**src/rtl/pwm_peripheral_pkg.sv**
```systemverilog
// -----------------------------------------------------------------------------
// pwm_peripheral_pkg
// Shared constants and helpers for the SPI register stage and the PWM
// peripheral: SPI register addresses, PWM resolution, the per-pin drive mode
// type and the small combinational helpers used by the output stage.
// -----------------------------------------------------------------------------
package pwm_peripheral_pkg;

    // SPI register map (addresses of the five configuration bytes)
    localparam logic [7:0] REG_EN_OUT_LO = 8'd0;
    localparam logic [7:0] REG_EN_OUT_HI = 8'd1;
    localparam logic [7:0] REG_EN_PWM_LO = 8'd2;
    localparam logic [7:0] REG_EN_PWM_HI = 8'd3;
    localparam logic [7:0] REG_DUTY      = 8'd4;

    // PWM timebase resolution and full-scale duty code
    localparam int              PWM_RES = 8;
    localparam logic [PWM_RES-1:0] PWM_MAX = 8'hFF;

    // Number of driven output pins
    localparam int NUM_PINS = 16;

    // How a single pin is driven
    typedef enum logic [1:0] {
        PIN_OFF = 2'd0,
        PIN_ON  = 2'd1,
        PIN_PWM = 2'd2
    } pin_mode_e;

    // Waveform level for a given counter value and latched duty code.
    // Full-scale is treated as a true 100 % so the pin never dips low for the
    // one counter step a plain compare would leave.
    function automatic logic pwm_level(
        input logic [PWM_RES-1:0] count,
        input logic [PWM_RES-1:0] duty
    );
        logic level;
        if (duty == PWM_MAX) begin
            level = 1'b1;
        end else begin
            level = (count < duty);
        end
        return level;
    endfunction

    // Output enable dominates; the PWM select only matters for enabled pins.
    function automatic pin_mode_e pin_mode(
        input logic en_out,
        input logic en_pwm
    );
        pin_mode_e mode;
        if (!en_out) begin
            mode = PIN_OFF;
        end else if (!en_pwm) begin
            mode = PIN_ON;
        end else begin
            mode = PIN_PWM;
        end
        return mode;
    endfunction

endpackage : pwm_peripheral_pkg

```
**src/rtl/pwm_timebase.sv**
```systemverilog
// -----------------------------------------------------------------------------
// pwm_timebase
// Prescaled 8-bit PWM timebase. The prescaler divides m_clk by CLK_DIV; each
// prescaler terminal cycle (tick) advances the 8-bit counter, which wraps
// from 255 to 0. The wrap cycle is the tick on which the counter is 255.
//
// Ports:
//   m_clk  in   master clock
//   rst_n  in   asynchronous active-low reset
//   tick   out  high on the cycle the prescaler sits at CLK_DIV-1
//   wrap   out  high on the tick where count is 255 (last cycle of a period)
//   count  out  current PWM counter value
// -----------------------------------------------------------------------------
module pwm_timebase
    import pwm_peripheral_pkg::*;
#(
    parameter int CLK_DIV = 13
) (
    input  logic               m_clk,
    input  logic               rst_n,
    output logic               tick,
    output logic               wrap,
    output logic [PWM_RES-1:0] count
);

    // A divide-by-1 still needs a one-bit prescaler so the vector is legal;
    // it then simply sits at zero and every cycle is a tick.
    localparam int PRE_W = (CLK_DIV > 1) ? $clog2(CLK_DIV) : 1;
    localparam logic [PRE_W-1:0] PRE_LAST = PRE_W'(CLK_DIV - 1);

    logic [PRE_W-1:0]   prescale_r;
    logic [PWM_RES-1:0] count_r;
    logic               tick_s;
    logic               wrap_s;

    // Decode tick and wrap straight from the state flops
    always_comb begin
        tick_s = (prescale_r == PRE_LAST);
        if (tick_s && (count_r == PWM_MAX)) begin
            wrap_s = 1'b1;
        end else begin
            wrap_s = 1'b0;
        end
    end

    // Prescaler and counter; the counter wraps 255 -> 0 by natural overflow
    always_ff @(posedge m_clk or negedge rst_n) begin
        if (!rst_n) begin
            prescale_r <= '0;
            count_r    <= '0;
        end else begin
            if (tick_s) begin
                prescale_r <= '0;
                count_r    <= count_r + 8'd1;
            end else begin
                prescale_r <= prescale_r + PRE_W'(1);
                count_r    <= count_r;
            end
        end
    end

    assign tick  = tick_s;
    assign wrap  = wrap_s;
    assign count = count_r;

endmodule : pwm_timebase

```
**src/rtl/pwm_peripheral.sv**
```systemverilog
// -----------------------------------------------------------------------------
// pwm_peripheral
// Drives 16 output pins from the five SPI configuration bytes. Each pin is
// statically off, statically on, or follows one shared PWM waveform. The duty
// code is double-buffered into a shadow register that only reloads on the
// period wrap, so a mid-period SPI write cannot create a glitch pulse.
//
// Ports:
//   m_clk            in   master clock (only clock in the block)
//   rst_n            in   asynchronous active-low reset
//   en_reg_out_7_0   in   output enable, pins 7:0   (SPI reg 0)
//   en_reg_out_15_8  in   output enable, pins 15:8  (SPI reg 1)
//   en_reg_pwm_7_0   in   PWM select, pins 7:0      (SPI reg 2)
//   en_reg_pwm_15_8  in   PWM select, pins 15:8     (SPI reg 3)
//   pwm_duty_cycle   in   requested duty code       (SPI reg 4)
//   out              out  registered pin drive
// -----------------------------------------------------------------------------
module pwm_peripheral
    import pwm_peripheral_pkg::*;
#(
    parameter int CLK_DIV = 13
) (
    input  logic                m_clk,
    input  logic                rst_n,
    input  logic [7:0]          en_reg_out_7_0,
    input  logic [7:0]          en_reg_out_15_8,
    input  logic [7:0]          en_reg_pwm_7_0,
    input  logic [7:0]          en_reg_pwm_15_8,
    input  logic [7:0]          pwm_duty_cycle,
    output logic [NUM_PINS-1:0] out
);

    logic               tick_s;
    logic               wrap_s;
    logic [PWM_RES-1:0] count_s;
    logic [PWM_RES-1:0] duty_shadow_r;
    logic               pwm_signal_s;
    logic [NUM_PINS-1:0] en_out_s;
    logic [NUM_PINS-1:0] en_pwm_s;
    logic [NUM_PINS-1:0] out_next_s;
    logic [NUM_PINS-1:0] out_r;

    pwm_timebase #(
        .CLK_DIV (CLK_DIV)
    ) u_timebase (
        .m_clk (m_clk),
        .rst_n (rst_n),
        .tick  (tick_s),
        .wrap  (wrap_s),
        .count (count_s)
    );

    // Assemble the 16-bit enable vectors from the byte-wide SPI registers
    always_comb begin
        en_out_s = {en_reg_out_15_8, en_reg_out_7_0};
        en_pwm_s = {en_reg_pwm_15_8, en_reg_pwm_7_0};
    end

    // Duty shadow: reloads only on the last cycle of a period, so the value
    // present on the wrap cycle governs the whole following period. A wrap is
    // by construction also a tick; both are required to keep the load tied
    // to a timebase step.
    always_ff @(posedge m_clk or negedge rst_n) begin
        if (!rst_n) begin
            duty_shadow_r <= 8'h00;
        end else if (wrap_s && tick_s) begin
            duty_shadow_r <= pwm_duty_cycle;
        end else begin
            duty_shadow_r <= duty_shadow_r;
        end
    end

    // Shared PWM waveform from the counter and the latched duty code
    always_comb begin
        pwm_signal_s = pwm_level(count_s, duty_shadow_r);
    end

    // Per-pin output mux (enables are live, not shadowed)
    always_comb begin
        out_next_s = '0;
        for (int i = 0; i < NUM_PINS; i++) begin
            case (pin_mode(en_out_s[i], en_pwm_s[i]))
                PIN_OFF: out_next_s[i] = 1'b0;
                PIN_ON:  out_next_s[i] = 1'b1;
                PIN_PWM: out_next_s[i] = pwm_signal_s;
                default: out_next_s[i] = 1'b0;
            endcase
        end
    end

    // Registered pin drive; reset forces every pin low immediately
    always_ff @(posedge m_clk or negedge rst_n) begin
        if (!rst_n) begin
            out_r <= '0;
        end else begin
            out_r <= out_next_s;
        end
    end

    assign out = out_r;

endmodule : pwm_peripheral

```
**config.mk**
```make
export PLATFORM = sky130hd
export DESIGN_NAME = pwm_peripheral
export DESIGN_NICKNAME = d
export VERILOG_FILES = /design/src/rtl/pwm_peripheral_pkg.sv /design/src/rtl/pwm_timebase.sv /design/src/rtl/pwm_peripheral.sv
export SDC_FILE = /design/constraint.sdc
export NUM_CORES = 1
export LEC_CHECK = 0
export CORE_UTILIZATION = 40
export DETAILED_ROUTE_END_ITERATION = 10
export PLACE_DENSITY = 0.73
export SLEW_MARGIN = 20
export SYNTH_ARGS = -nofsm -noshare
export SYNTH_HDL_FRONTEND = slang
export SYNTH_HIERARCHICAL = 1
export SYNTH_SLANG_ARGS = --single-unit
```
**constraint.sdc**
```tcl
create_clock -name m_clk -period 2 [get_ports m_clk]
set_input_delay 0.3 -clock m_clk [delete_from_list [all_inputs] [get_ports m_clk]]
set_output_delay 0.3 -clock m_clk [all_outputs]
set_load 0.05 [all_outputs]
```
Yosys cells after proc, flatten, opt, wreduce, memory -nomap -nowiden
Index checks and enable logic that the tools add are counted.
{ "totals": {"reg_bits": 36, "in_bits": 42, "out_inout_bits": 16} }
{ "classes": {"addsub": 2, "magnitude_cmp": 1, "eq_ne": 35, "n_mux": 51, "reduce_logical": 2} }
{ "op_table": {"columns": ["op", "n"], "rows": [
  ["two-way mux 2 bit", 32],
  ["equality test 2 x 1 -> 1 bit, second input constant", 16],
  ["equality test 2 bit, second input constant", 16],
  ["case mux 1 bit (2 select lines)", 16],
  ["equality test 8 bit, second input constant", 2],
  ["adder 8 x 1 -> 8 bit, second input constant", 1],
  ["less-than comparator 8 bit", 1],
  ["adder 4 x 1 -> 4 bit, second input constant", 1],
  ["equality test 4 bit, second input constant", 1],
  ["two-way mux 4 bit", 1],
  ["logical AND 1 bit", 2],
  ["two-way mux 1 bit", 2]
]} }

Depth between registers and ports, before layout
Gate-level depths: netlist of run 1.
{ "depth": {"ltp_word": 4, "ltp_mapped": 7, "ltp_nobuf": 6} }

Hierarchy
Netlist of run 1, hierarchy kept.
{ "modules_own_cells": {"columns": ["mod", "instances", "cells_per_inst", "area_per_inst_um2"], "rows": [
  ["pwm_peripheral", 1, 77, 1084.8],
  ["pwm_timebase", 1, 48, 534.3]
]} }

Least setup slack after synthesis of run 1
Ideal clock, no wire load.
{ "synth_path": {"kind": "reg-to-reg", "start": "reg u_timebase.count_r[2], in the netlist u_timebase/count[2]", "end": "reg out_r[10], in the netlist out[10]", "t_arrival_ns": 1.537, "setup_slack_ns": 0.341, "stages_incl_launch_ff": 7, "path_buffers": 1, "synth_period_minus_slack_ns": 1.659, "cell_sequence": "dfrtp_1 > ha_1 > o21a_1 > o22ai_1 > o32ai_2 > buf_6 > a21boi_2"} }
{ "synth_between": {"elab_chain_cells": 3} }
{ "synth_rtl": {"columns": ["element", "line_no", "rtl"], "rows": [
  ["from (decl)", "pwm_timebase.sv:32", "logic [PWM_RES-1:0] count_r;"],
  ["from (signal assigned)", "pwm_timebase.sv:54", "count_r <= count_r + 8'd1;"],
  ["from (signal assigned)", "pwm_timebase.sv:57", "count_r <= count_r;"],
  ["less-than comparator 8 bit", "pwm_peripheral_pkg.sv:41", "level = (count < duty);"],
  ["two-way mux 1 bit", "pwm_peripheral_pkg.sv:38", "if (duty == PWM_MAX) begin"],
  ["case mux 1 bit (2 select lines)", "pwm_peripheral.sv:82", "case (pin_mode(en_out_s[i], en_pwm_s[i]))"],
  ["net out_next_s[10]", "pwm_peripheral.sv:40", "logic [NUM_PINS-1:0] out_next_s;"],
  ["to (signal assigned)", "pwm_peripheral.sv:96", "out_r <= out_next_s;"],
  ["to (decl)", "pwm_peripheral.sv:41", "logic [NUM_PINS-1:0] out_r;"]
]} }
The timed path passes the listed nets, and every way through them passes these cells.
A chain may end at the register's enable or synchronous reset.

Worst setup path after layout of run 1
{ "layout_path": {"start": "reg u_timebase.prescale_r[1]", "end": "reg duty_shadow_r[6]"} }
{ "layout_between": {"elab_chain_cells": 4} }
{ "layout_rtl": {"columns": ["element", "line_no", "rtl"], "rows": [
  ["from (decl)", "pwm_timebase.sv:31", "logic [PRE_W-1:0] prescale_r;"],
  ["from (signal assigned)", "pwm_timebase.sv:56", "prescale_r <= prescale_r + PRE_W'(1);"],
  ["equality test 4 bit", "pwm_timebase.sv:38", "tick_s = (prescale_r == PRE_LAST);"],
  ["logical AND 1 bit", "pwm_timebase.sv:39", "if (tick_s && (count_r == PWM_MAX)) begin"],
  ["two-way mux 1 bit", "pwm_timebase.sv:39", null],
  ["net wrap_s", "pwm_peripheral.sv:34", "logic wrap_s;"],
  ["logical AND 1 bit", "pwm_peripheral.sv:66", "end else if (wrap_s && tick_s) begin"],
  ["to (signal assigned)", "pwm_peripheral.sv:67", "duty_shadow_r <= pwm_duty_cycle;"],
  ["to (signal assigned)", "pwm_peripheral.sv:69", "duty_shadow_r <= duty_shadow_r;"],
  ["to (decl)", "pwm_peripheral.sv:36", "logic [PWM_RES-1:0] duty_shadow_r;"]
]} }
The timed path passes the listed nets, and every way through them passes these cells.

==> run metrics, run 1 <==
CTS tree=done; count leader, synth=dfrtp_1; Setup Total Neg Slack=0 ps; DRT antenna net count=0; Power per Cell Area=650 mW/mm^2; Yosys warning count=6; Worst Max-Slew Pin Slew=525 ps; fin crit period=1810 ps; Lkg Pwr=1.02 nW; Final Max Tran Viols=0; Die Width=65.6 um; register area=901 sq um; multi-input logic area=668 sq um; DP HPWL=2530 um; area leader, netlist=dfrtp_1; drt via density=4.95; clock root buffer=clkbuf_8; fraction of layout cells with a size suffix above 1=17.4%; share of async-settable or async-resettable flops after synthesis=100%; CTS Buf Count=5; Post-synth top cells=dfrtp_1, a21boi_2, ha_1, inv_1; Starting DRT DRC Count=29; global-route wire length before repair=5500 um; crit path max fanout=8; Cell Rows=22; die area=0.00431 sq mm; detailed-route via count=1179; DRT Pass-1 Iters=4; Die H=65.6 um; Avg Inst Size Synth=13.0 sq um; synthesized cell area=0.00162 sq mm; Core Region=0.00377 sq mm; sequential area share after synthesis=55.6%; f_max=553 MHz; initial antenna violation count=0; FF-to-FF setup slack=190 ps; Skew-Pair Late Insertion Delay=280 ps; CTS Buffer Depth=2; GP Congestion=0.866; critical path type=flip-flop to flip-flop; Finish-stage setup viols=0; FILL cells=278; largest net degree at the start of global routing=37; Cell variety after synth=25; Max Cap Viol=0; htree depth=2; Total Routed Length=3270 um; clk_skew=1.83 ps; post-synth top area share=55.6%; # Post-CTS Setup Buffers=0; crit share post-route=90.5%; Tot GR Track Use=17.9%; element type at the critical path start=flip-flop; starting density of the core=42.9%; synth top area cells=dfrtp_1, ha_1, a21boi_2, mux2_2, a21boi_0; crit path DAT=1980 ps; final net count=242; relative slew slack=64.9%; ys flop type=dfrtp_1; CP endpoint kind=flip-flop; number of global-route vias before repair=1242; drt drc=0; Post-Synthesis Net Count=177; Final Non-Filler Cells=238; Worst VDD drop=0.405 mV; placed cells=231; Post-synth EDFFs=0; routed len/inst=13.7 um; IO Port Bufs=57; clk slew on worst S/H paths=60 ps; P&R area growth vs syn=46.1%; #FFs+latches synth=36; HP Class=input port to async pin; Data required, critical path=2170 ps; grt total ovfl=0; Syn Inst Count=125; status=complete, no violations; Ports=58; unrepaired setup endpoints after global routing=false; # clock sinks=36; Fin. Hold Viols=0; # diodes=0
## report_power, final
group	leakage (nW)	switching, W	internal (W)
Combinational	0.541	0.000112	0.000125
Sequential	0.427	0.0000113	0.000753
Clock	0.0503	0.000230	0.000306
Total	1.02	0.000353	0.00118
## repair_timing
item / in CTS / in global routing
endpoints found under the setup margin: 0 / 5
hold buffers: 0 / 0
gates resized for setup: 0 / 1
## registers in the layout, summed over array words and instances, names as in the netlist
signal,flops
duty_shadow_r,8
out,16
u_timebase/count,8
u_timebase/prescale_r,4
## layer usage
metal | up-vias | global-route usage, % | routed length (um)
met5 | - | 0 | 0
met1 | 558 | 19.0 | 1280
met3 | 4 | 10.6 | 373
met2 | 53 | 28.7 | 1560
li1 | 564 | - | -
met4 | 0 | 7.34 | 57
## per-stage QoR
stage / cell area [sq um] / utilization, % / hold WS (ps) / worst slack (ps) / power (W)
2_1_floorplan: 1620 / - / 4.41 / 341 / 0.000875
3_3_place_gp: 2270 / 60.1 / 463 / 242 / 0.00101
3_5_place_dp: 2270 / 60.1 / 494 / 154 / 0.00102
4_1_cts: 2360 / 62.6 / 437 / 135 / 0.00156
5_1_grt: 2360 / 62.7 / 465 / 38.0 / 0.00161
6_report: 2360 / 62.7 / 422 / 190 / 0.00154
## layout make-up
class	instances	area share, %
Sequential cell	36	38.1
Multi-Input combinational cell	77	28.3
Timing Repair Buffer	59	25.3
Clock buffer	7	4.07
Tap cell	48	2.54
Inverter	11	1.75
## logic make-up (layout without fill, tap and decap cells)
group                    count (synthesis)  after routing  share of synthesized area [%]
multiplexers                             8              8                           5.56
flip-flops                              36             36                           55.6
XOR/XNOR                                 8              8                           4.33
adder cells (fa/ha/maj)                 10             10                           7.73
AND/OR/NAND/NOR                         25             25                           7.96
buffers and inverters                   12             77                           3.25
AO/OA/AOI/OAI                           26             26                           15.5
## layout by cell type, fill, tap and decap left out, drive strengths merged, types with 6 or more instances in the layout
cell	instances
clkdlybuf4s50	57
dfrtp	36
a21boi	16
inv	11
ha	10
mux2	8
nand2	8
clkbuf	7
nand4	6
## critical path, cell delays in order (launching register included)
cell and delay, ps:
dfrtp_1 410, inv_1 90, ha_1 210, nand4_1 200, nor3_1 280, nand2_2 180
mux2_2 310
## path summary, 6_finish.rpt
kind | cells past startpoint | to | start
worst max-delay path | 6 | duty_shadow_r[6]$_DFFE_PN0P_ | u_timebase/prescale_r[1]$_DFF_PN0_
worst min-delay path | 2 | u_timebase/count[5]$_DFFE_PN0N_ | rst_n
worst max register to register | 6 | duty_shadow_r[6]$_DFFE_PN0P_ | u_timebase/prescale_r[1]$_DFF_PN0_
worst min register to register | 1 | u_timebase/prescale_r[0]$_DFF_PN0_ | u_timebase/prescale_r[0]$_DFF_PN0_
max in group asynchronous | 2 | u_timebase/count[2]$_DFFE_PN0N_ | rst_n
min in group m_clk | 1 | u_timebase/prescale_r[0]$_DFF_PN0_ | u_timebase/prescale_r[0]$_DFF_PN0_
No activity file was read; power rests on OpenSTA's default activity.
==> run 2, diff against run 1 <==
Settings changed: SETUP_SLACK_MARGIN set to 0.05.
==> results of run 2 <==
Same layout as run 1: the final DEF is identical, and so are final timing and power.
==> run 3, diff against run 2 <==
Settings changed: CELL_PAD_IN_SITES_DETAIL_PLACEMENT set to 1, CELL_PAD_IN_SITES_GLOBAL_PLACEMENT set to 1, CORE_ASPECT_RATIO set to 0.8, CORE_UTILIZATION 40 to 34, PLACE_DENSITY 0.73 to unset, PLACE_DENSITY_LB_ADDON set to 0.1.
==> run metrics, run 3 (synthesis gave the netlist of run 1 again) <==
most common cell after layout, fill and taps aside=clkdlybuf4s50_1; Final Max Tran Viols=0; drt drc=0; # Post-CTS Setup Buffers=0; clk slew on worst S/H paths=70 ps; htree depth=2; Crit path max-delay family=simple AND/OR/NAND/NOR gates; Total Routed Length=3630 um; GP Congestion=0.705; Lkg Pwr=1.02 nW; met2 Usage GRT=25.4%; Max Cap Viol=0; grt total ovfl=0; Finish-stage setup viols=0; final net count=242; crit share post-route=89.4%; most frequent cells in the layout=clkdlybuf4s50_1, dfrtp_1, inv_1, a21boi_2, ha_1; Final Non-Filler Cells=251; relative slew slack=47.5%; CP cell instances=inv_1 > ha_1 > nand4_1 > nor3_2 > nand2_2 > mux2_2; post-CTS sizing=0; number of global-route vias before repair=1318; f_max=559 MHz; clock root buffer=clkbuf_8; register area=901 sq um; DP HPWL=2870 um; Final Instance Area=0.00239 sq mm; Worst VDD drop=0.361 mV; cts hold-fix bufs=0; CP max stage delay=410 ps; Worst Max-Slew Pin Slew=788 ps; Power per Cell Area=674 mW/mm^2; fin crit period=1790 ps; CTS tree=done; Placed Area=0.00228 sq mm; Die Width=79.2 um; IO Port Bufs=57; detailed-route via count=1177; element type at the critical path start=flip-flop; global-route wire length before repair=6020 um; DRT antenna net count=0; largest net degree at the start of global routing=37; critical path type=flip-flop to flip-flop; die area=0.00504 sq mm; routed len/inst=14.5 um; fraction of layout cells with a size suffix above 1=18.3%; crit path DAT=1950 ps; DRT Pass-1 Iters=2; CTS Buf Count=5; Data required, critical path=2160 ps; status=complete, no violations; # clock sinks=36; Tot GR Track Use=16.2%; HP Class=input port to async pin; max reg flops=16; # diodes=0; slowest CP cell=dfrtp_1; grt met3 use=7.39%; Die H=63.7 um; Skew-Pair Late Insertion Delay=280 ps; Buf/Inv on CP=1; starting density of the core=35.4%; crit path max fanout=8; initial antenna violation count=0; clk_skew=5.00 ps; CTS Buffer Depth=2; FILL cells=502; unrepaired setup endpoints after global routing=false; Setup Total Neg Slack=0 ps; Power Total=0.00161 W; Starting DRT DRC Count=28; drt via density=4.69; multi-input logic area=673 sq um; hold_ws=90.1 ps; Fin. Hold Viols=0; placed cells=243; P&R area growth vs syn=47.7%; Core Region=0.00457 sq mm; Cell Rows=22; Top Usage Layer GRT=met2; met1 global-route usage=19.2%; Ports=58; CP endpoint kind=flip-flop
[run 3: changes by cell type in the layout (fill, tap and decap cells not counted)]
| cell | before | now |
|---|---|---|
| buf_2 | 0 | 1 |
| bufinv_16 | 0 | 1 |
| clkbuf_1 | 0 | 1 |
| clkbuf_8 | 7 | 5 |
| clkdlybuf4s50_1 | 57 | 56 |
| clkinv_2 | 0 | 1 |
| nor3_1 | 3 | 2 |
| nor3_2 | 1 | 2 |
[run 3: cell type report]
type	instances	share of cell area (%)
clock buffer	6	3.04
clock inverter	2	1.47
inverter	11	1.73
multi-input combinational	77	28.2
sequential	36	37.7
tap	60	3.14
timing repair buffer	59	24.8
[run 3: per-layer routing]
| metal | up-vias | part of all wire, % |
|---|---|---|
| met5 | - | 0 |
| met4 | 0 | 1.4 |
| met1 | 564 | 41 |
| li1 | 564 | - |
| met2 | 42 | 48 |
| met3 | 7 | 9.5 |
[run 3: final timing paths]
| path | from | end | slack, ps | cells past startpoint |
|---|---|---|---|---|
| min in group m_clk | u_timebase/prescale_r[0]$_DFF_PN0_ | u_timebase/prescale_r[0]$_DFF_PN0_ | 490 | 1 |
| max | u_timebase/prescale_r[0]$_DFF_PN0_ | duty_shadow_r[1]$_DFFE_PN0P_ | 210 | 6 |
| min | rst_n | u_timebase/prescale_r[1]$_DFF_PN0_ | 90 | 1 |
| max in group asynchronous | rst_n | out[1]$_DFF_PN0_ | 1400 | 1 |
| max reg2reg | u_timebase/prescale_r[0]$_DFF_PN0_ | duty_shadow_r[1]$_DFFE_PN0P_ | 210 | 6 |
| min reg2reg | u_timebase/prescale_r[0]$_DFF_PN0_ | u_timebase/prescale_r[0]$_DFF_PN0_ | 490 | 1 |
[run 3: per-stage QoR]
step	utilization (%)	worst slack [ps]
after CTS	52.2	60.4
final	52.3	212
after floorplan	-	341
after global placement	49.8	212
after detailed placement	49.8	71.9
after global routing	52.3	34.6
[run 3: where the power goes]
part	leakage, nW	internal (W)	switching, W	total, W
Sequential	0.427	0.000753	0.0000112	0.000764
Combinational	0.541	0.000123	0.000111	0.000234
Clock	0.0552	0.000370	0.000243	0.000613
[run 3: worst register-to-register path: stages (launching register included)]
cell	delay, ps
dfrtp_1	410
inv_1	100
ha_1	210
nand4_1	210
nor3_2	250
nand2_2	180
mux2_2	310
